<file path="src/rtl/traffic_pkg.sv">
// Shared types for the two-road traffic phase scheduler.
// Holds the phase encoding, the timer width and the lamp decode.
package traffic_pkg;

    localparam int TIMER_W = 8;

    typedef enum logic [2:0] {
        PH_G1   = 3'd0,
        PH_Y1   = 3'd1,
        PH_AR1  = 3'd2,
        PH_G2   = 3'd3,
        PH_Y2   = 3'd4,
        PH_AR2  = 3'd5,
        PH_WALK = 3'd6
    } phase_t;

    typedef struct packed {
        logic r1;
        logic y1;
        logic g1;
        logic r2;
        logic y2;
        logic g2;
        logic walk;
    } lamps_t;

    // Exactly one lamp per road is lit in every phase; unknown codes fall back to all-red.
    function automatic lamps_t decode_lamps(input phase_t ph);
        lamps_t l;
        l = '0;
        case (ph)
            PH_G1: begin
                l.g1 = 1'b1;
                l.r2 = 1'b1;
            end
            PH_Y1: begin
                l.y1 = 1'b1;
                l.r2 = 1'b1;
            end
            PH_G2: begin
                l.r1 = 1'b1;
                l.g2 = 1'b1;
            end
            PH_Y2: begin
                l.r1 = 1'b1;
                l.y2 = 1'b1;
            end
            PH_WALK: begin
                l.r1   = 1'b1;
                l.r2   = 1'b1;
                l.walk = 1'b1;
            end
            default: begin
                l.r1 = 1'b1;
                l.r2 = 1'b1;
            end
        endcase
        return l;
    endfunction

endpackage

</file>
<file path="src/rtl/traffic_phase_scheduler_phase_timer.sv">
// Saturating up-counter measuring time spent in the current phase.
// A synchronous clear restarts it at zero on every phase entry.
module phase_timer
    import traffic_pkg::*;
(
    input  logic               clk,
    input  logic               srst,
    input  logic               clear,
    output logic [TIMER_W-1:0] count
);

    logic [TIMER_W-1:0] count_q;
    logic [TIMER_W-1:0] count_d;

    always_comb begin
        count_d = count_q;
        if (clear) begin
            count_d = '0;
        end else if (count_q != '1) begin
            count_d = count_q + 1'b1;
        end
    end

    always_ff @(posedge clk) begin
        if (srst) begin
            count_q <= '0;
        end else begin
            count_q <= count_d;
        end
    end

    assign count = count_q;

endmodule

</file>
<file path="src/rtl/traffic_phase_scheduler.sv">
// Demand-driven phase sequencer for a two-road intersection with a pedestrian walk.
// Holds the phase FSM, pending walk request, post-walk road selector and registered lamps.
module traffic_phase_scheduler
    import traffic_pkg::*;
#(
    parameter int GREEN_MIN = 10,
    parameter int GREEN_MAX = 30,
    parameter int YELLOW    = 3,
    parameter int ALL_RED   = 1,
    parameter int WALK      = 8
) (
    input  logic       clk,
    input  logic       reset,
    input  logic       car1,
    input  logic       car2,
    input  logic       ped_req,
    output logic       r1,
    output logic       y1,
    output logic       g1,
    output logic       r2,
    output logic       y2,
    output logic       g2,
    output logic       walk,
    output logic [2:0] phase
);

    // Thresholds are "duration - 1" because the timer reads 0 in the first cycle of a phase.
    localparam logic [TIMER_W-1:0] GMIN_LAST  = TIMER_W'(GREEN_MIN - 1);
    localparam logic [TIMER_W-1:0] GMAX_LAST  = TIMER_W'(GREEN_MAX - 1);
    localparam logic [TIMER_W-1:0] YEL_LAST   = TIMER_W'(YELLOW - 1);
    localparam logic [TIMER_W-1:0] AR_LAST    = TIMER_W'(ALL_RED - 1);
    localparam logic [TIMER_W-1:0] WALK_LAST  = TIMER_W'(WALK - 1);

    localparam logic ROAD1 = 1'b0;
    localparam logic ROAD2 = 1'b1;

    phase_t             state_q;
    phase_t             state_d;
    logic               ped_pending_q;
    logic               ped_pending_d;
    logic               next_road_q;
    logic               next_road_d;
    lamps_t             lamps_q;
    lamps_t             lamps_d;
    logic [TIMER_W-1:0] timer;
    logic               timer_clear;
    logic               g1_done;
    logic               g2_done;

    phase_timer u_phase_timer (
        .clk   (clk),
        .srst  (reset),
        .clear (timer_clear),
        .count (timer)
    );

    assign g1_done = (car2 | ped_pending_q) &&
                     (((timer >= GMIN_LAST) && !car1) || (timer >= GMAX_LAST));
    assign g2_done = (car1 | ped_pending_q) &&
                     (((timer >= GMIN_LAST) && !car2) || (timer >= GMAX_LAST));

    assign timer_clear = (state_d != state_q);

    always_comb begin
        state_d       = state_q;
        next_road_d   = next_road_q;
        ped_pending_d = ped_pending_q;
        case (state_q)
            PH_G1: begin
                if (g1_done) state_d = PH_Y1;
            end
            PH_Y1: begin
                if (timer == YEL_LAST) state_d = PH_AR1;
            end
            PH_AR1: begin
                if (timer == AR_LAST) begin
                    next_road_d = ROAD2;
                    state_d     = ped_pending_q ? PH_WALK : PH_G2;
                end
            end
            PH_G2: begin
                if (g2_done) state_d = PH_Y2;
            end
            PH_Y2: begin
                if (timer == YEL_LAST) state_d = PH_AR2;
            end
            PH_AR2: begin
                if (timer == AR_LAST) begin
                    next_road_d = ROAD1;
                    state_d     = ped_pending_q ? PH_WALK : PH_G1;
                end
            end
            PH_WALK: begin
                if (timer == WALK_LAST) begin
                    state_d = (next_road_q == ROAD2) ? PH_G2 : PH_G1;
                end
            end
            default: state_d = PH_G1;
        endcase

        // Entering WALK wins over a press in the same cycle, so that press is dropped.
        if ((state_d == PH_WALK) && (state_q != PH_WALK)) begin
            ped_pending_d = 1'b0;
        end else if (ped_req && (state_q != PH_WALK)) begin
            ped_pending_d = 1'b1;
        end

        lamps_d = decode_lamps(state_d);
    end

    always_ff @(posedge clk) begin
        if (reset) begin
            state_q       <= PH_G1;
            ped_pending_q <= 1'b0;
            next_road_q   <= ROAD1;
            lamps_q       <= decode_lamps(PH_G1);
        end else begin
            state_q       <= state_d;
            ped_pending_q <= ped_pending_d;
            next_road_q   <= next_road_d;
            lamps_q       <= lamps_d;
        end
    end

    assign r1    = lamps_q.r1;
    assign y1    = lamps_q.y1;
    assign g1    = lamps_q.g1;
    assign r2    = lamps_q.r2;
    assign y2    = lamps_q.y2;
    assign g2    = lamps_q.g2;
    assign walk  = lamps_q.walk;
    assign phase = state_q;

endmodule
</file>
<file path="config.mk">
export PLATFORM = sky130hd
export DESIGN_NAME = traffic_phase_scheduler
export DESIGN_NICKNAME = d
export VERILOG_FILES = /design/src/rtl/traffic_pkg.sv /design/src/rtl/traffic_phase_scheduler_phase_timer.sv /design/src/rtl/traffic_phase_scheduler.sv
export SDC_FILE = /design/constraint.sdc
export NUM_CORES = 1
export LEC_CHECK = 0
export CORE_ASPECT_RATIO = 0.75
export CORE_UTILIZATION = 35
export DETAILED_ROUTE_END_ITERATION = 10
export PLACE_DENSITY_LB_ADDON = 0.1
export SETUP_SLACK_MARGIN = 0.02
export SLEW_MARGIN = 20
export SYNTH_ARGS = -nofsm -noshare
export SYNTH_HDL_FRONTEND = slang
export SYNTH_SLANG_ARGS = --single-unit
</file>
<file path="constraint.sdc">
create_clock -name clk -period 2.3 [get_ports clk]
set_clock_uncertainty 0.1 [all_clocks]
set_input_delay 0.46 -clock clk [delete_from_list [all_inputs] [get_ports clk]]
set_output_delay 0.46 -clock clk [all_outputs]
set_load 0.01 [all_outputs]
</file>
==> results of run 1 <==
[worst min-delay path, cell delays in order (launching register included)]
cell and delay, ns:
sky130_fd_sc_hd__dfxtp_2 0.36, sky130_fd_sc_hd__nor2_1 0.13, sky130_fd_sc_hd__nor3_2 0.06
[per-layer routing]
metal	up-vias	wire length, um	GRT usage, %
li1	574	-	-
met3	6	164	4.61
met5	-	0	0
met4	0	55	6.25
met2	43	1300	31.4
met1	543	1580	25.0
[final timing paths]
| check | start | end | slack (ns) | cells after the start |
|---|---|---|---|---|
| worst max-delay path | u_phase_timer.count[0] | u_phase_timer.count[2] | 0.008 | 8 |
| worst min-delay path | u_phase_timer.count[6] | u_phase_timer.count[6] | 0.49 | 2 |
| worst max register to register | u_phase_timer.count[0] | u_phase_timer.count[2] | 0.008 | 8 |
| worst min register to register | u_phase_timer.count[6] | u_phase_timer.count[6] | 0.49 | 2 |
[state kept, by name, summed over array words and instances (netlist names)]
| name | flops |
|---|---|
| u_phase_timer.count | 8 |
| r1 | 1 |
| walk | 1 |
| y2 | 1 |
| phase | 3 |
| g2 | 1 |
| g1 | 1 |
| y1 | 1 |
| ped_pending_q | 1 |
| r2 | 1 |
| next_road_q | 1 |
[cell usage in the layout (no fill, tap or decap), types with 5 or more instances in the layout]
cell type,count
sky130_fd_sc_hd__buf_4,21
sky130_fd_sc_hd__dfxtp_1,16
sky130_fd_sc_hd__nor2_1,15
sky130_fd_sc_hd__clkdlybuf4s50_1,14
sky130_fd_sc_hd__a21oi_1,8
sky130_fd_sc_hd__and3_1,7
sky130_fd_sc_hd__nand2_1,7
sky130_fd_sc_hd__nor2b_1,6
sky130_fd_sc_hd__nand3_1,6
sky130_fd_sc_hd__o21ai_0,5
[what timing repair did]
item                                    in CTS  in global routing
setup buffers                                2                  2
pin swaps                                   10                 10
endpoints found under the setup margin      14                 14
resized for setup                           19                  8
hold buffers                                 0                  0
[stage by stage]
stage	setup TNS (ns)	util, %	hold slack, ns	power [mW]
finish	0	55.2	0.487	0.861
global route	-0.432	55.2	0.504	0.897
CTS	-0.0613	53.2	0.483	0.858
detailed placement	-0.969	48.1	0.470	0.478
global placement	-0.377	48.1	0.470	0.478
floorplan	0	-	0.400	0.435
[logic make-up after synthesis]
family / count (synthesis) / share of synthesized area (%)
AO/OA/AOI/OAI: 31 / 20.2
XOR/XNOR: 2 / 1.50
adder cells (fa/ha/maj): 5 / 5.36
buffers and inverters: 9 / 3.33
flip-flops: 20 / 34.3
multiplexers: 1 / 0.858
AND/OR/NAND/NOR: 68 / 34.4
[Yosys cell counts, drive strengths merged (3+ instances only)]
master   n  area, um2
and2     4       25.0
a21oi    8       40.0
dfxtp   20        400
o211ai   3       27.5
nor2b    6       37.5
nand3    7       40.0
nor3     8       61.3
nor2    16       62.6
ha       5       62.6
inv      4       15.0
nand2b   3       18.8
nand2    7       26.3
o21ai    6       30.0
and3     7       43.8
clkbuf   3       11.3
[final cells by class]
type                            instances  area, um2  area share, %
Multi-Input combinational cell        107        816           48.2
Clock buffer                            3       41.3           2.44
Inverter                                4       20.0           1.18
Clock inverter                          1       30.0           1.78
Timing Repair Buffer                   37        329           19.5
Tap cell                               38       47.5           2.81
Sequential cell                        20        408           24.1
[power groups by stage]
stage | Clock, mW | Combinational (mW) | Sequential, mW
floorplan | 0 | 0.0622 | 0.372
global placement | 0 | 0.104 | 0.374
detailed placement | 0 | 0.104 | 0.374
CTS | 0.365 | 0.124 | 0.369
global route | 0.379 | 0.147 | 0.371
finish | 0.356 | 0.136 | 0.369
==> results.md, run 1 <==
Place:
- After detailed placement, the total cell area comes to 1470 um2.
- The routability congestion estimate from global placement is just over 0.9.
- Prior to clock tree synthesis, the placed netlist has a worst setup slack of -0.128 ns.
- The HPWL after detailed placement is between 2000 and 2500 um.
- Including well taps, the total number of placed cells is 202.
- The port buffer count is 14.

Hold path:
- The worst hold path belongs to the class reg2reg.

Synth:
- The sequential element share of the synthesized area is 34.3%.
- The share of async-settable or async-resettable flops after synthesis is 0%.
- The number of synthesized flops with an enable pin is 0.
- The cell count after synthesis is roughly 140.
- Counting flops and latches in the post-synthesis netlist gives 20.
- A synthesized cell averages 8.57 um2.
- In the synthesized netlist the dominant register cell turns out to be sky130_fd_sc_hd__dfxtp_1.
- Counting distinct cell types in the post-synthesis netlist gives 47.
- The Yosys step of the flow raised 0 warnings.
- After synthesis the cells add up to around 1200 um2.
- The net count after synthesis is about 150.

Timing:
- The smallest clock period supported by the final layout is computed as 2.29 ns.
- For the pin with the worst max-slew slack, the measured transition is 0.382 ns.
- Setup repair after global routing could not meet its margin everywhere.
- The final critical-path share of the clock period is roughly 100%.
- The final-report hold violation count came to 0.
- Setup slack closes at 0.00798 ns.
- The total count of max-transition violations in the final report is 0.
- Timing would allow up to 0.436 GHz.
- Setup violations remaining at the end of the flow were counted as 0.
- The headroom to the max-slew limit is 74.4%.

Global routing:
- The via count of the first global-routing pass came to 1058.
- Entering global routing, the biggest net connects 13 pins.
- The remaining global-route overflow is 0.
- The aggregate global-route resource usage is 19.4%.
- The initial antenna violation count is 0.
- The first global-routing pass estimated 4960 um of wire.

Worst setup path:
- Of all nets on the critical path, the largest fanout is 8.
- The worst setup path is launched from a flip-flop.
- Walking the worst path, the cells encountered are inv_4 -> ha_4 -> nor4b_4 -> a31oi_2 -> a221oi_4 -> o211ai_2 -> a2111o_1 -> a211oi_2.
- The number of buffers and inverters on the critical path is 1.
- STA puts the critical path data required time at 2.39 ns.
- The category of cells accounting for the largest share of critical-path delay is compound AO/OA/AOI/OAI gates.
- The critical path endpoint category is a flip-flop.
- Data on the critical path arrives at its endpoint at 2.38 ns.
- The cell type of the slowest stage on the worst timing path is sky130_fd_sc_hd__a2111o_1.
- The critical path class is reg2reg.
- In this design, the stage delay of the slowest critical-path cell is 0.54 ns.

Die:
- The initial core utilization is roughly two fifths.
- The floorplan step defined a die boundary enclosing 3570 um2.
- The die extent in x is 68.7 um.
- The die height is approximately 52 um.
- The floorplan has 17 rows.
- The area of the core region is roughly 3000 um2.
- The count of pins on the block boundary is 15.

CTS:
- TritonCTS created 3 clock buffers.
- The clock insertion delay at the later pin of the skew report is 0.26 ns.
- In this run the number of H-tree levels came out at 1.
- The TritonCTS clock tree is built.
- The buffer levels on the longest clock path is 2.
- Clock tree synthesis found a total of 20 sinks.
- The clock slew at the register clock pins of the worst setup and hold paths is about 0.080 ns.
- CTS placed an instance of sky130_fd_sc_hd__clkbuf_8 at the clock tree root.

Pwr:
- The part of the power in registers is approximately 43%.
- Summed over all nets, the switching power comes to 0.200 mW.
- The analysis attributes to cell leakage a power of 0.704 nW.
- Of the total power, the share spent switching nets is between 20% and 30%.
- Internal power comes to 0.661 mW.
- VDD sags by at most 0.000274 V.
- In this run, the combinational gates consume 15.7% of the power.
- The part of the power in the clock network is 41.3%.
- The ratio of total power to cell area is 509 nW/um2.

Detailed routing:
- After the first detailed-routing iteration, the DRC count stood at 63.
- The pre-antenna-repair detailed-routing pass consisted of 4 iterations.
- For this block, the via count after detailed routing is 1166.
- The remaining routing DRC violations is 0.
- Once detail routing completed, the nets flagged for antenna violations numbered 0.
- Dividing the detail-routed wire length by the instance count gives 14.8 um.
- Using the TritonRoute via totals, the vias-per-cell ratio works out to ~5.6.
- For this block, the routed nets add up to 3100 um of wire.

Cells and area:
- The number of nets in the layout is 183.
- The area growth from synthesis to layout is 45.1%.
- After the flow finishes, the layout carries non-filler instances totaling 210.
- The ratio of cells with drive above 1 in the final layout is between 30% and 40%.
- The final design area excluding fillers is 1690 um2.
- The layout filler cell count is 277.
- The antenna diode instance count is 0.

Status:
- The flow ran to the end, and the final reports show no timing, DRC or antenna violations.

Flow run:
- The count of maximum capacitance violations is 0.
No activity file was read; power rests on OpenSTA's default activity.
==> run 2: changes to the inputs <==
ABC_AREA = 1   (was default)
CELL_PAD_IN_SITES_DETAIL_PLACEMENT = 1   (was default)
CELL_PAD_IN_SITES_GLOBAL_PLACEMENT = 1   (was default)
clock period = 2.1 ns   (was 2.3 ns; I/O delays follow)
==> run 2 against run 1 <==
Final cell count is 15% higher. Combinational power is 34% lower. Largest cell class unchanged. Via count is 4.3% higher. Critical path depth is 4 higher. Non-clock buffer count is 21 lower. Fmax is 18% higher. Sequential cell count stayed put. First-iteration DRC count is 6.3% lower. Setup slack better by 0.15 ns. Clock-buffer cell count stayed put. Total power is 2.7% higher.
==> results.md, run 2 <==
Status:
- The flow ran to the end, and the final reports show no timing, DRC or antenna violations.

Cells and area:
- The area used by sequential logic in the layout was 403 um2 (-1.2%).
- The library cells used most frequently in the layout, excluding fill and tap cells, are 32 x sky130_fd_sc_hd__nand2_1, 22 x sky130_fd_sc_hd__inv_1, 18 x sky130_fd_sc_hd__dfxtp_1, 15 x sky130_fd_sc_hd__nand3_1, 14 x sky130_fd_sc_hd__clkdlybuf4s50_1.
- The antenna diode instance count came to 0 (unchanged).
- The final instance count without filler cells is 241 (+15%).
- The library cell used most frequently in the layout, excluding fill and tap cells, is sky130_fd_sc_hd__nand2_1.
- The number of flip-flops in the largest register is 8 (unchanged).
- The number of nets in the layout came to 212 (+16%).
- The footprint of the multi-input gates is 743 um2 (-8.9%).
- The final design area excluding fillers is 1550 um2 (-8.6%).
- The layout filler cell count is 441 (+59%).
- The area growth from synthesis to layout is 24.5%.
- The ratio of cells with drive above 1 in the final layout is 24.9% (-8.8 points).

Global routing:
- The via count of the first global-routing pass came to 1136 (+7.4%).
- The remaining global-route overflow was 0 (unchanged).
- The pin count of the biggest net entering global routing is 13 (unchanged).
- The aggregate global-route resource usage is 19.1% (-0.22 points).
- The initial antenna violation count is 0 (unchanged).
- The global-route wire length before repair is 5490 um (+11%).

CTS:
- The depth of the CTS H-tree is 1 (unchanged).
- The total number of clock tree sinks was 20 (unchanged).
- The CTS buffer count was 3 (unchanged).
- The clock insertion delay at the later pin of the skew report was 0.27 ns (about the same).
- The root cell of the clock tree is sky130_fd_sc_hd__clkbuf_8.
- The buffer levels on the longest clock path came to 2 (unchanged).
- TritonCTS built the clock tree.
- The quantity of hold-fixing buffers added after cts is 0 (unchanged).
- The clock slew at the register clock pins of the worst setup and hold paths is 0.09 ns (about the same).

Detailed routing:
- The antenna violation net count after detailed routing is 0 (unchanged).
- The number of vias per cell after detailed routing is 5.05 (-9.1%).
- The remaining routing DRC violations is 0 (unchanged).
- The wire length after detailed routing is 3450 um (+11%).
- The routed wirelength normalized by instance count is 14.3 um (-3.0%).
- The number of search-and-repair iterations in the first detailed-routing pass is 4 (unchanged).
- The number of vias in the routed layout is 1216 (+4.3%).
- The DRC marker count from the first detailed-route iteration came to 59 (-6.3%).

Synth:
- Sorting the synthesized cells by area gives the leading types as sky130_fd_sc_hd__dfxtp_1 32%, sky130_fd_sc_hd__nand2_1 10%, sky130_fd_sc_hd__inv_1 6.6%.
- The cell count after synthesis is 181 (+33%).
- The warning count from the yosys run came to 0 (unchanged).
- The post-synth design cell area came to 1240 um2 (+6.5%).
- In the synthesized netlist the dominant register cell turns out to be sky130_fd_sc_hd__dfxtp_1.
- The number of synthesized flops with an enable pin is 0 (unchanged).
- The biggest area consumer among synthesized cells is sky130_fd_sc_hd__dfxtp_1.
- The count of cell types in the netlist came to 22 (-53%).
- The share of async-settable or async-resettable flops after synthesis came to 0% (unchanged).
- The compound-cell area share of the yosys netlist is 10.5% (-9.7 points).
- The fraction of the mapped netlist area in simple logic gates came to 40.2% (+5.7 points).
- The net count after synthesis is 191 (+31%).
- The per-instance average area after synthesis is 6.86 um2 (-20%).
- The xor-xnor portion of the synthesized cell area is 2.11% (+0.61 points).
- The synthesized-area fraction occupied by adder cells is 5.04% (-0.33 points).
- Counting instances in the post-synthesis netlist gives the leading cell types as 34 x sky130_fd_sc_hd__nand2_1, 22 x sky130_fd_sc_hd__inv_1, 20 x sky130_fd_sc_hd__dfxtp_1.
- The sequential element share of the synthesized area is 32.2% (-2.1 points).
- After synthesis, the largest family of logic cells by area is simple AND/OR/NAND/NOR gates.
- The portion of netlist area occupied by mux cells is 0% (-0.86 points).
- The leading cell type by number of instances after synthesis is sky130_fd_sc_hd__nand2_1.
- The number of synthesized register bits is 20 (unchanged).
- The area share of the leading cell type in the synthesized netlist is 32.2% (-2.1 points).

Place:
- The half-perimeter wire length of the detailed placement result is 2710 um (+24%).
- The post-placement cell area is 1450 um2 (-1.8%).
- The total placed cells including tap cells is 237 (+17%).
- The routability congestion estimate from global placement is 0.814 (-11%).
- The port buffer count came to 14 (unchanged).

Pwr:
- The worst supply voltage drop on vdd is 0.000335 V (+22%).
- The static leakage power is 0.722 nW (+2.6%).
- The total power draw is 0.885 mW (+2.7%).
- The ratio of total power to cell area came to 572 nW/um2 (+12%).

Flow run:
- The count of maximum capacitance violations was 0 (unchanged).

Die:
- The floorplan row count is 18 (+1).
- The initial core utilization came to 37.3% (-0.80 points).
- The count of pins on the block boundary is 15 (unchanged).
- The die height is 53.6 um (+3.1%).
- The area of the core region is 3330 um2 (+8.8%).
- The area of the die is 3790 um2 (+6.3%).
- The die extent in x is 70.8 um (+3.1%).

Timing:
- The slew at the pin closest to its max-slew limit was 0.308 ns (-0.0744 ns).
- The headroom to the max-slew limit was 79.4% (+5.0 points).
- The total count of max-transition violations in the final report is 0 (unchanged).
- The final-report hold violation count is 0 (unchanged).
- The highest achievable clock rate is 0.514 GHz (+18%).
- The post-layout minimum cycle time is 1.94 ns (-0.348 ns).
- The number of failing setup endpoints in the final timing report is 0 (unchanged).
- The final critical-path share of the clock period is 92.6% (-7.1 points).
- Setup repair after global routing could not meet its margin everywhere.

Worst setup path:
- The critical path in this run is classified as reg2reg.
- The required time at the endpoint of the critical path is 2.16 ns (-0.23 ns).
- The top fanout value on the critical path is 4 (-4).
- The data arrival time of the critical path is 2.01 ns (-0.37 ns).
- The kind of launch point of the worst setup path is a flip-flop.
- The critical path endpoint category is a flip-flop.

Hold path:
- The min-delay analysis places its worst path in the category reg2reg.
## run 2: cell types whose count changed after synthesis, sizes merged, moves of 4 or more
| cell | delta |
|---|---|
| a21oi | +5 |
| and2 | -4 |
| and3 | -7 |
| inv | +29 |
| nand2 | +34 |
| nand3 | +10 |
| nor2 | +13 |
| nor2b | -6 |
| nor3 | -4 |
| o21ai | +4 |
## run 2: cells by family after synthesis
family,after synthesis
AND/OR/NAND/NOR,95
buffers and inverters,33
AO/OA/AOI/OAI,25
flip-flops,20
adder cells (fa/ha/maj),5
XOR/XNOR,3
## run 2: worst paths after layout
check / start / end / slack [ns] / cells after the start
worst min register to register: next_road_q / next_road_q / 0.46 / 2
worst min-delay path: next_road_q / next_road_q / 0.46 / 2
worst max register to register: u_phase_timer.count[1] / g1 / 0.16 / 12
worst max-delay path: u_phase_timer.count[1] / g1 / 0.16 / 12
## run 2: final cells by class
| cell class | count | share of cell area, % |
|---|---|---|
| tap | 40 | 3.24 |
| sequential | 20 | 26.1 |
| multi-input combinational | 128 | 48.1 |
| clock buffer | 3 | 2.67 |
| timing repair buffer | 16 | 10.0 |
| inverter | 33 | 8.01 |
| clock inverter | 1 | 1.94 |
## run 2: power breakdown
group	leakage (nW)	switching (mW)	total, mW	internal (mW)
clock network	0.0357	0.143	0.398	0.255
registers	0.163	0.00982	0.397	0.387
logic	0.524	0.0552	0.0895	0.0343
total	0.722	0.208	0.885	0.676
## run 2: repair_timing
action | CTS | global route
setup buffers | 0 | 0
setup endpoints to repair | 0 | 18
gates resized for setup | 0 | 9
## run 2: per-layer routing
metal | wire, um | track usage, %
met4 | 34 | 5.33
met2 | 1450 | 28.5
met3 | 108 | 3.93
met5 | 0 | 0
met1 | 1860 | 28.0
## run 2: worst max-delay path: stages, from the launching register on
cell and delay, ns:
sky130_fd_sc_hd__dfxtp_2 0.36, sky130_fd_sc_hd__inv_1 0.09, sky130_fd_sc_hd__ha_1 0.18, sky130_fd_sc_hd__inv_1 0.09, sky130_fd_sc_hd__nand2_1 0.07, sky130_fd_sc_hd__a21oi_1 0.20, sky130_fd_sc_hd__nand2_1 0.11, sky130_fd_sc_hd__nand2_1 0.09
sky130_fd_sc_hd__nand3_1 0.13, sky130_fd_sc_hd__nand2_2 0.13, sky130_fd_sc_hd__nand2_1 0.13, sky130_fd_sc_hd__nand3_1 0.13, sky130_fd_sc_hd__inv_2 0.04
## run 2: metrics by stage
step                utilization [%]  hold WS (ns)  TNS [ns]  setup WS (ns)
finish                         46.4         0.465         0          0.156
floorplan                         -         0.396         0          0.382
global route                   46.4         0.514  -0.00484       -0.00484
global placement               43.4         0.419         0          0.115
CTS                            45.6         0.469         0         0.0614
detailed placement             43.4         0.458         0         0.0806
==> RTL edit 1: new RTL, flow settings as in run 2 <==
The package constant `TIMER_W` goes from 8 to 6.
--- a/src/rtl/traffic_pkg.sv
+++ b/src/rtl/traffic_pkg.sv
@@ -3,5 +3,5 @@
 package traffic_pkg;
 
-    localparam int TIMER_W = 8;
+    localparam int TIMER_W = 6;
 
     typedef enum logic [2:0] {
Function: no difference found for any inputs over 10 cycles, from zero or initial values and one cycle with reset high; that may be too few to reach the edited logic, so the function may still have changed.
==> RTL edit 1 against run 2 <==
- total power shrank 17%
- area after synthesis shrank 10%
- routed wire length shrank 11%
- die area shrank 9.8%
- cell area shrank 11%
- worst setup slack gained 0.011 ns
- global-route usage grew 1.7 points
- synthesized cell count shrank 8.8%
- combinational power shrank 4.4%
- sequential cell count shrank 2
- final cell count shrank 8.3%
- critical path type unchanged
==> RTL edit 1: results (changes against run 2) <==
GLOBAL ROUTING
--------------------------------------------------------------------------------------------------
Met1 Usage GRT                                                                               28.9%   +0.88 points
Pin count of the biggest net entering global routing                                            11   -2
Overall track demand over capacity in global routing                                         20.8%   +1.7 points
First-pass GRT wire length                                                                 5190 um   -5.4%
GR met2 Demand/Resource                                                                      33.2%   +4.6 points
Met3 global-route usage                                                                      2.01%   -1.9 points
Number of global-route vias before repair                                                     1110   -2.3%

YOSYS
--------------------------------------------------------------------------------------------------
Portion of the post-synthesis area used by sequential elements                               32.3%   about the same
Number of nets in the synthesized netlist                                                      174   -8.9%
Yosys warns                                                                                      0   unchanged
Fraction of synthesis flops using an asynchronous set or reset pin                              0%   unchanged
Leading post-synthesis cells by cell area                                             dfxtp_1, nand2_1, inv_1
Commonest cells post-synth                                                            nand2_1, inv_1, dfxtp_1
Mean post-synth cell area                                                                6.77 um^2   -1.4%
Flip-flop cell with the highest count after synthesis                                      dfxtp_1
Number of distinct library cells after synthesis                                                24   +9.1%

STATUS
--------------------------------------------------------------------------------------------------
Outcome                                                                               finished, final reports clean

PLACE
--------------------------------------------------------------------------------------------------
Half-perimeter wire length after detailed placement                                        2520 um   -7.2%
Worst slack at placement                                                                  0.122 ns   +0.0418 ns
Cell area reported after detailed placement                                              1310 um^2   -9.9%
Final weighted congestion in routability-driven placement                                    0.793   -2.6%
Number of port buffers                                                                          14   unchanged

DRT
--------------------------------------------------------------------------------------------------
Routed length on met2                                                                      1370 um   -6.0%
Routed length per instance                                                                 13.9 um   -2.6%
Drt first-iter violations                                                                       65   +10%
Detailed-route vias per instance                                                              4.79   -5.1%
Met1 layer wirelength in the final routing                                                 1570 um   -15%
Detailed Route WL                                                                          3080 um   -11%
Met3 routed WL                                                                               98 um   -9.3%
Number of detailed-routing iterations run before antenna repair                                  4   unchanged

CRITICAL PATH
--------------------------------------------------------------------------------------------------
Critical path peak fanout                                                                        6   +2
CP Data Arrival Time                                                                       1.98 ns   -0.03 ns
Slowest-stage cell, CP                                                                     dfxtp_2

TIMING
--------------------------------------------------------------------------------------------------
Tightest Pin Transition                                                                   0.476 ns   +0.168 ns

FINAL LAYOUT
--------------------------------------------------------------------------------------------------
Number of inserted filler cells in the final layout                                            397   -10%
Fraction of layout instances using a drive strength above 1                                  23.5%   -1.4 points
Number of inserted diodes                                                                        0   unchanged
Max reg flops                                                                                    6   -2
Final Net Count                                                                                193   -9.0%

CLOCKING
--------------------------------------------------------------------------------------------------
Clock root buffer master                                                                  clkbuf_8
Skew-Pair Late Insertion Delay                                                             0.25 ns   -0.02 ns
CTS H-tree depth                                                                                 1   unchanged
Clock transition time at the flip-flop clock pins of the worst setup and hold paths        0.07 ns   -0.02 ns

POWER AND IR DROP
--------------------------------------------------------------------------------------------------
Static leakage                                                                         0.000671 uW   -7.1%
Maximum resistive drop on vdd                                                           0.000386 V   +15%

[RTL edit 1: cell count changes after synthesis, sizes merged, moves of 5 or more]
cell          run 2  this run
a21oi            13         7
o21ai            10         2
nand3            17        10
inv              33        28
nand2            41        54
[RTL edit 1: timing repair]
action                     in CTS  in global routing
setup buffers                   0                  0
setup endpoints to repair       1                 12
gates resized for setup         1                  3
[RTL edit 1: final timing paths]
path,depth (start not counted),endpoint,slack (ns),start
setup / recovery,13,u_phase_timer.count[5]$_SDFFE_PP0P_,0.17,u_phase_timer.count[0]$_SDFFE_PP0P_
setup reg to reg,13,u_phase_timer.count[5]$_SDFFE_PP0P_,0.17,u_phase_timer.count[0]$_SDFFE_PP0P_
hold reg to reg,2,next_road_q$_SDFFE_PP0P_,0.42,next_road_q$_SDFFE_PP0P_
hold / removal,2,next_road_q$_SDFFE_PP0P_,0.42,next_road_q$_SDFFE_PP0P_
[RTL edit 1: cell type report]
class	instances	area, um^2	area share (%)
clock buffer	4	55.1	4.00
sequential	18	362	26.3
inverter	28	105	7.64
multi-input combinational	119	667	48.5
timing repair buffer	14	140	10.2
tap	38	47.5	3.45
[RTL edit 1: kinds of logic after synthesis]
family          Yosys count  share of synthesized area [%]
fa+ha+maj                 4                           4.48
buf+inv                  28                           9.41
compound gates           12                           6.49
flops                    18                           32.3
simple gates            100                           44.9
xor+xnor                  2                           1.57
mux                       1                          0.896
[RTL edit 1: power by group]
part | internal [uW] | total, uW | switching, uW
clock network | 167 | 287 | 121
logic | 34.2 | 85.6 | 51.5
registers | 349 | 359 | 9.72
total | 550 | 731 | 182
[RTL edit 1: worst max-delay path: cells and delay by family (launching register included)]
family                     cells  cell delay, ns
and+or+nand+nor               11            1.04
adders and majority gates      1            0.22
buffers and inverters          1            0.11
DFF                            1            0.35
==> RTL edit 2: new RTL, config.mk and constraints of run 2 <==
Without the edit above. Put a register stage on the output `walk`, cleared by the reset. The value now appears one clock later. The other outputs are not delayed to match. Comments in the files are not updated.
--- a/src/rtl/traffic_phase_scheduler.sv
+++ b/src/rtl/traffic_phase_scheduler.sv
@@ -34,4 +34,6 @@
     localparam logic ROAD1 = 1'b0;
     localparam logic ROAD2 = 1'b1;
+
+    logic walk_d;
 
     phase_t             state_q;
@@ -129,6 +131,14 @@
     assign y2    = lamps_q.y2;
     assign g2    = lamps_q.g2;
-    assign walk  = lamps_q.walk;
+    assign walk_d = lamps_q.walk;
     assign phase = state_q;
 
+    always_ff @(posedge clk) begin
+        if (reset) begin
+            walk <= '0;
+        end else begin
+            walk <= walk_d;
+        end
+    end
+
 endmodule
Check against the original RTL: no difference found for any inputs over 10 cycles, from zero or initial values and one cycle with reset high; that may be too few to reach the edited logic, so the function may still have changed.
==> RTL edit 2 against run 2 <==
- routed wire length decreased by 2.0%
- area after synthesis increased by 4.9%
- worst setup slack worse by 0.029 ns
- sequential power up 5.5%
- total power is 10% lower
- cell area rose by 3.9%
- combinational power rose by 14%
- sequential cell count up 1
- final cell count rose by 3.3%
- sequential share of layout area grew 0.66 points
- global-route usage is 1.0 points lower
- highest routed layer unchanged
==> RTL edit 2: results (changes against run 2) <==
CRITICAL PATH
-----------------------------------------------------------------------------------
Reg2Reg Launch Point                                                   u_phase_timer.count[0]$_SDFFE_PP0P_
Critical path peak fanout                                                         8   +4
R2r endpoint                                                           u_phase_timer.count[3]$_SDFFE_PP0P_
Reg2reg setup slack                                                         0.13 ns   -0.03 ns

FINAL LAYOUT
-----------------------------------------------------------------------------------
Nonclk inv count                                                                 28   -15%
Synthesis-to-finish area growth                                               23.2%
Fraction of standard cell area in multi-input logic                           49.7%   +1.6 points
Number of inserted filler cells in the final layout                             449   +1.8%
Sequential cell area                                                       429 um^2   +6.5%
Non-CTS buffers                                                                  17   +1
Share of final layout cell area taken by clock buffers and inverters          3.04%   -1.6 points
Fraction of layout instances using a drive strength above 1                   28.1%   +3.3 points

YOSYS
-----------------------------------------------------------------------------------
Portion of the post-synthesis area used by sequential elements                32.2%   about the same
Mean post-synth cell area                                                 7.24 um^2   +5.5%
Number of distinct library cells after synthesis                                 30   +36%
Mux contribution to synthesized area                                         0.864%   +0.86 points
Commonest cells post-synth                                             inv_1, nand2_1, dfxtp_1
Post-synthesis adder-cell area fraction                                       4.80%   -0.24 points
Number of nets in the synthesized netlist                                       190   -0.52%
Leading post-synthesis cells by cell area                              dfxtp_1, inv_1, nand2_1
Complex-gate fraction of the synthesized area                                 9.12%   -1.4 points
Share of the synthesized netlist area taken by xor and xnor gates             2.69%   +0.57 points

POWER AND IR DROP
-----------------------------------------------------------------------------------
Proportion of power drawn by flip-flops and latches                           52.8%   +7.9 points
Total Power                                                                  795 uW   -10%
Static leakage                                                          0.000690 uW   -4.4%
Maximum resistive drop on vdd                                            0.000341 V   +2.0%
Power spent charging and discharging nets                                    212 uW   +1.6%
Part of the total power dissipated in the clock network                       34.4%   -11 points

GLOBAL ROUTING
-----------------------------------------------------------------------------------
Number of global-route vias before repair                                      1099   -3.3%
Met1 Usage GRT                                                                25.1%   -2.9 points
Overall track demand over capacity in global routing                          18.1%   -1.0 points

PLACE
-----------------------------------------------------------------------------------
Half-perimeter wire length after detailed placement                         2700 um   -0.56%
Final weighted congestion in routability-driven placement                     0.824   +1.3%
Placed instance count                                                           244   +3.0%
Cell area reported after detailed placement                               1510 um^2   +4.5%

HOLD PATH
-----------------------------------------------------------------------------------
Origin of the worst min-delay path                                     walk_d$_SDFF_PP0_
Hold EP                                                                walk$_SDFF_PP0_

STATUS
-----------------------------------------------------------------------------------
Outcome                                                                finished, final reports clean

TIMING
-----------------------------------------------------------------------------------
Maximum operating frequency                                                 507 MHz   -1.4%
Worst hold slack                                                           0.318 ns   -0.147 ns

DRT
-----------------------------------------------------------------------------------
Detailed Route WL                                                           3380 um   -2.0%
Overall via count from detail_route                                            1153   -5.2%

CLOCKING
-----------------------------------------------------------------------------------
Post-cts resize count                                                             1   +1

==> RTL edit 2: cell count changes in the layout (fill, tap and decap cells not counted), moves of 2 or more <==
cell | run 2 | this run
nand3_1 | 15 | 12
a21oi_2 | 2 | 6
inv_2 | 11 | 4
nand4_1 | 3 | 1
nor3_1 | 2 | 7
nand2_1 | 32 | 23
dfxtp_4 | 0 | 2
nor2_1 | 13 | 19
o21ai_0 | 7 | 3
a21oi_1 | 11 | 5
nand2_2 | 5 | 8
==> RTL edit 2: kinds of logic (layout without fill, tap and decap cells) <==
kind of cell | Yosys count | after routing
AND/OR/NAND/NOR | 99 | 99
buffers and inverters | 30 | 49
flip-flops | 21 | 21
AO/OA/AOI/OAI | 20 | 20
adder cells (fa/ha/maj) | 5 | 5
XOR/XNOR | 4 | 4
multiplexers | 1 | 1
==> RTL edit 2: per-layer routing <==
layer	up-vias	wire length (um)	share of wire, %
met3	2	108	3.2
met4	0	12	0.35
met5	-	0	0
li1	599	-	-
met1	540	1760	52
met2	12	1500	44
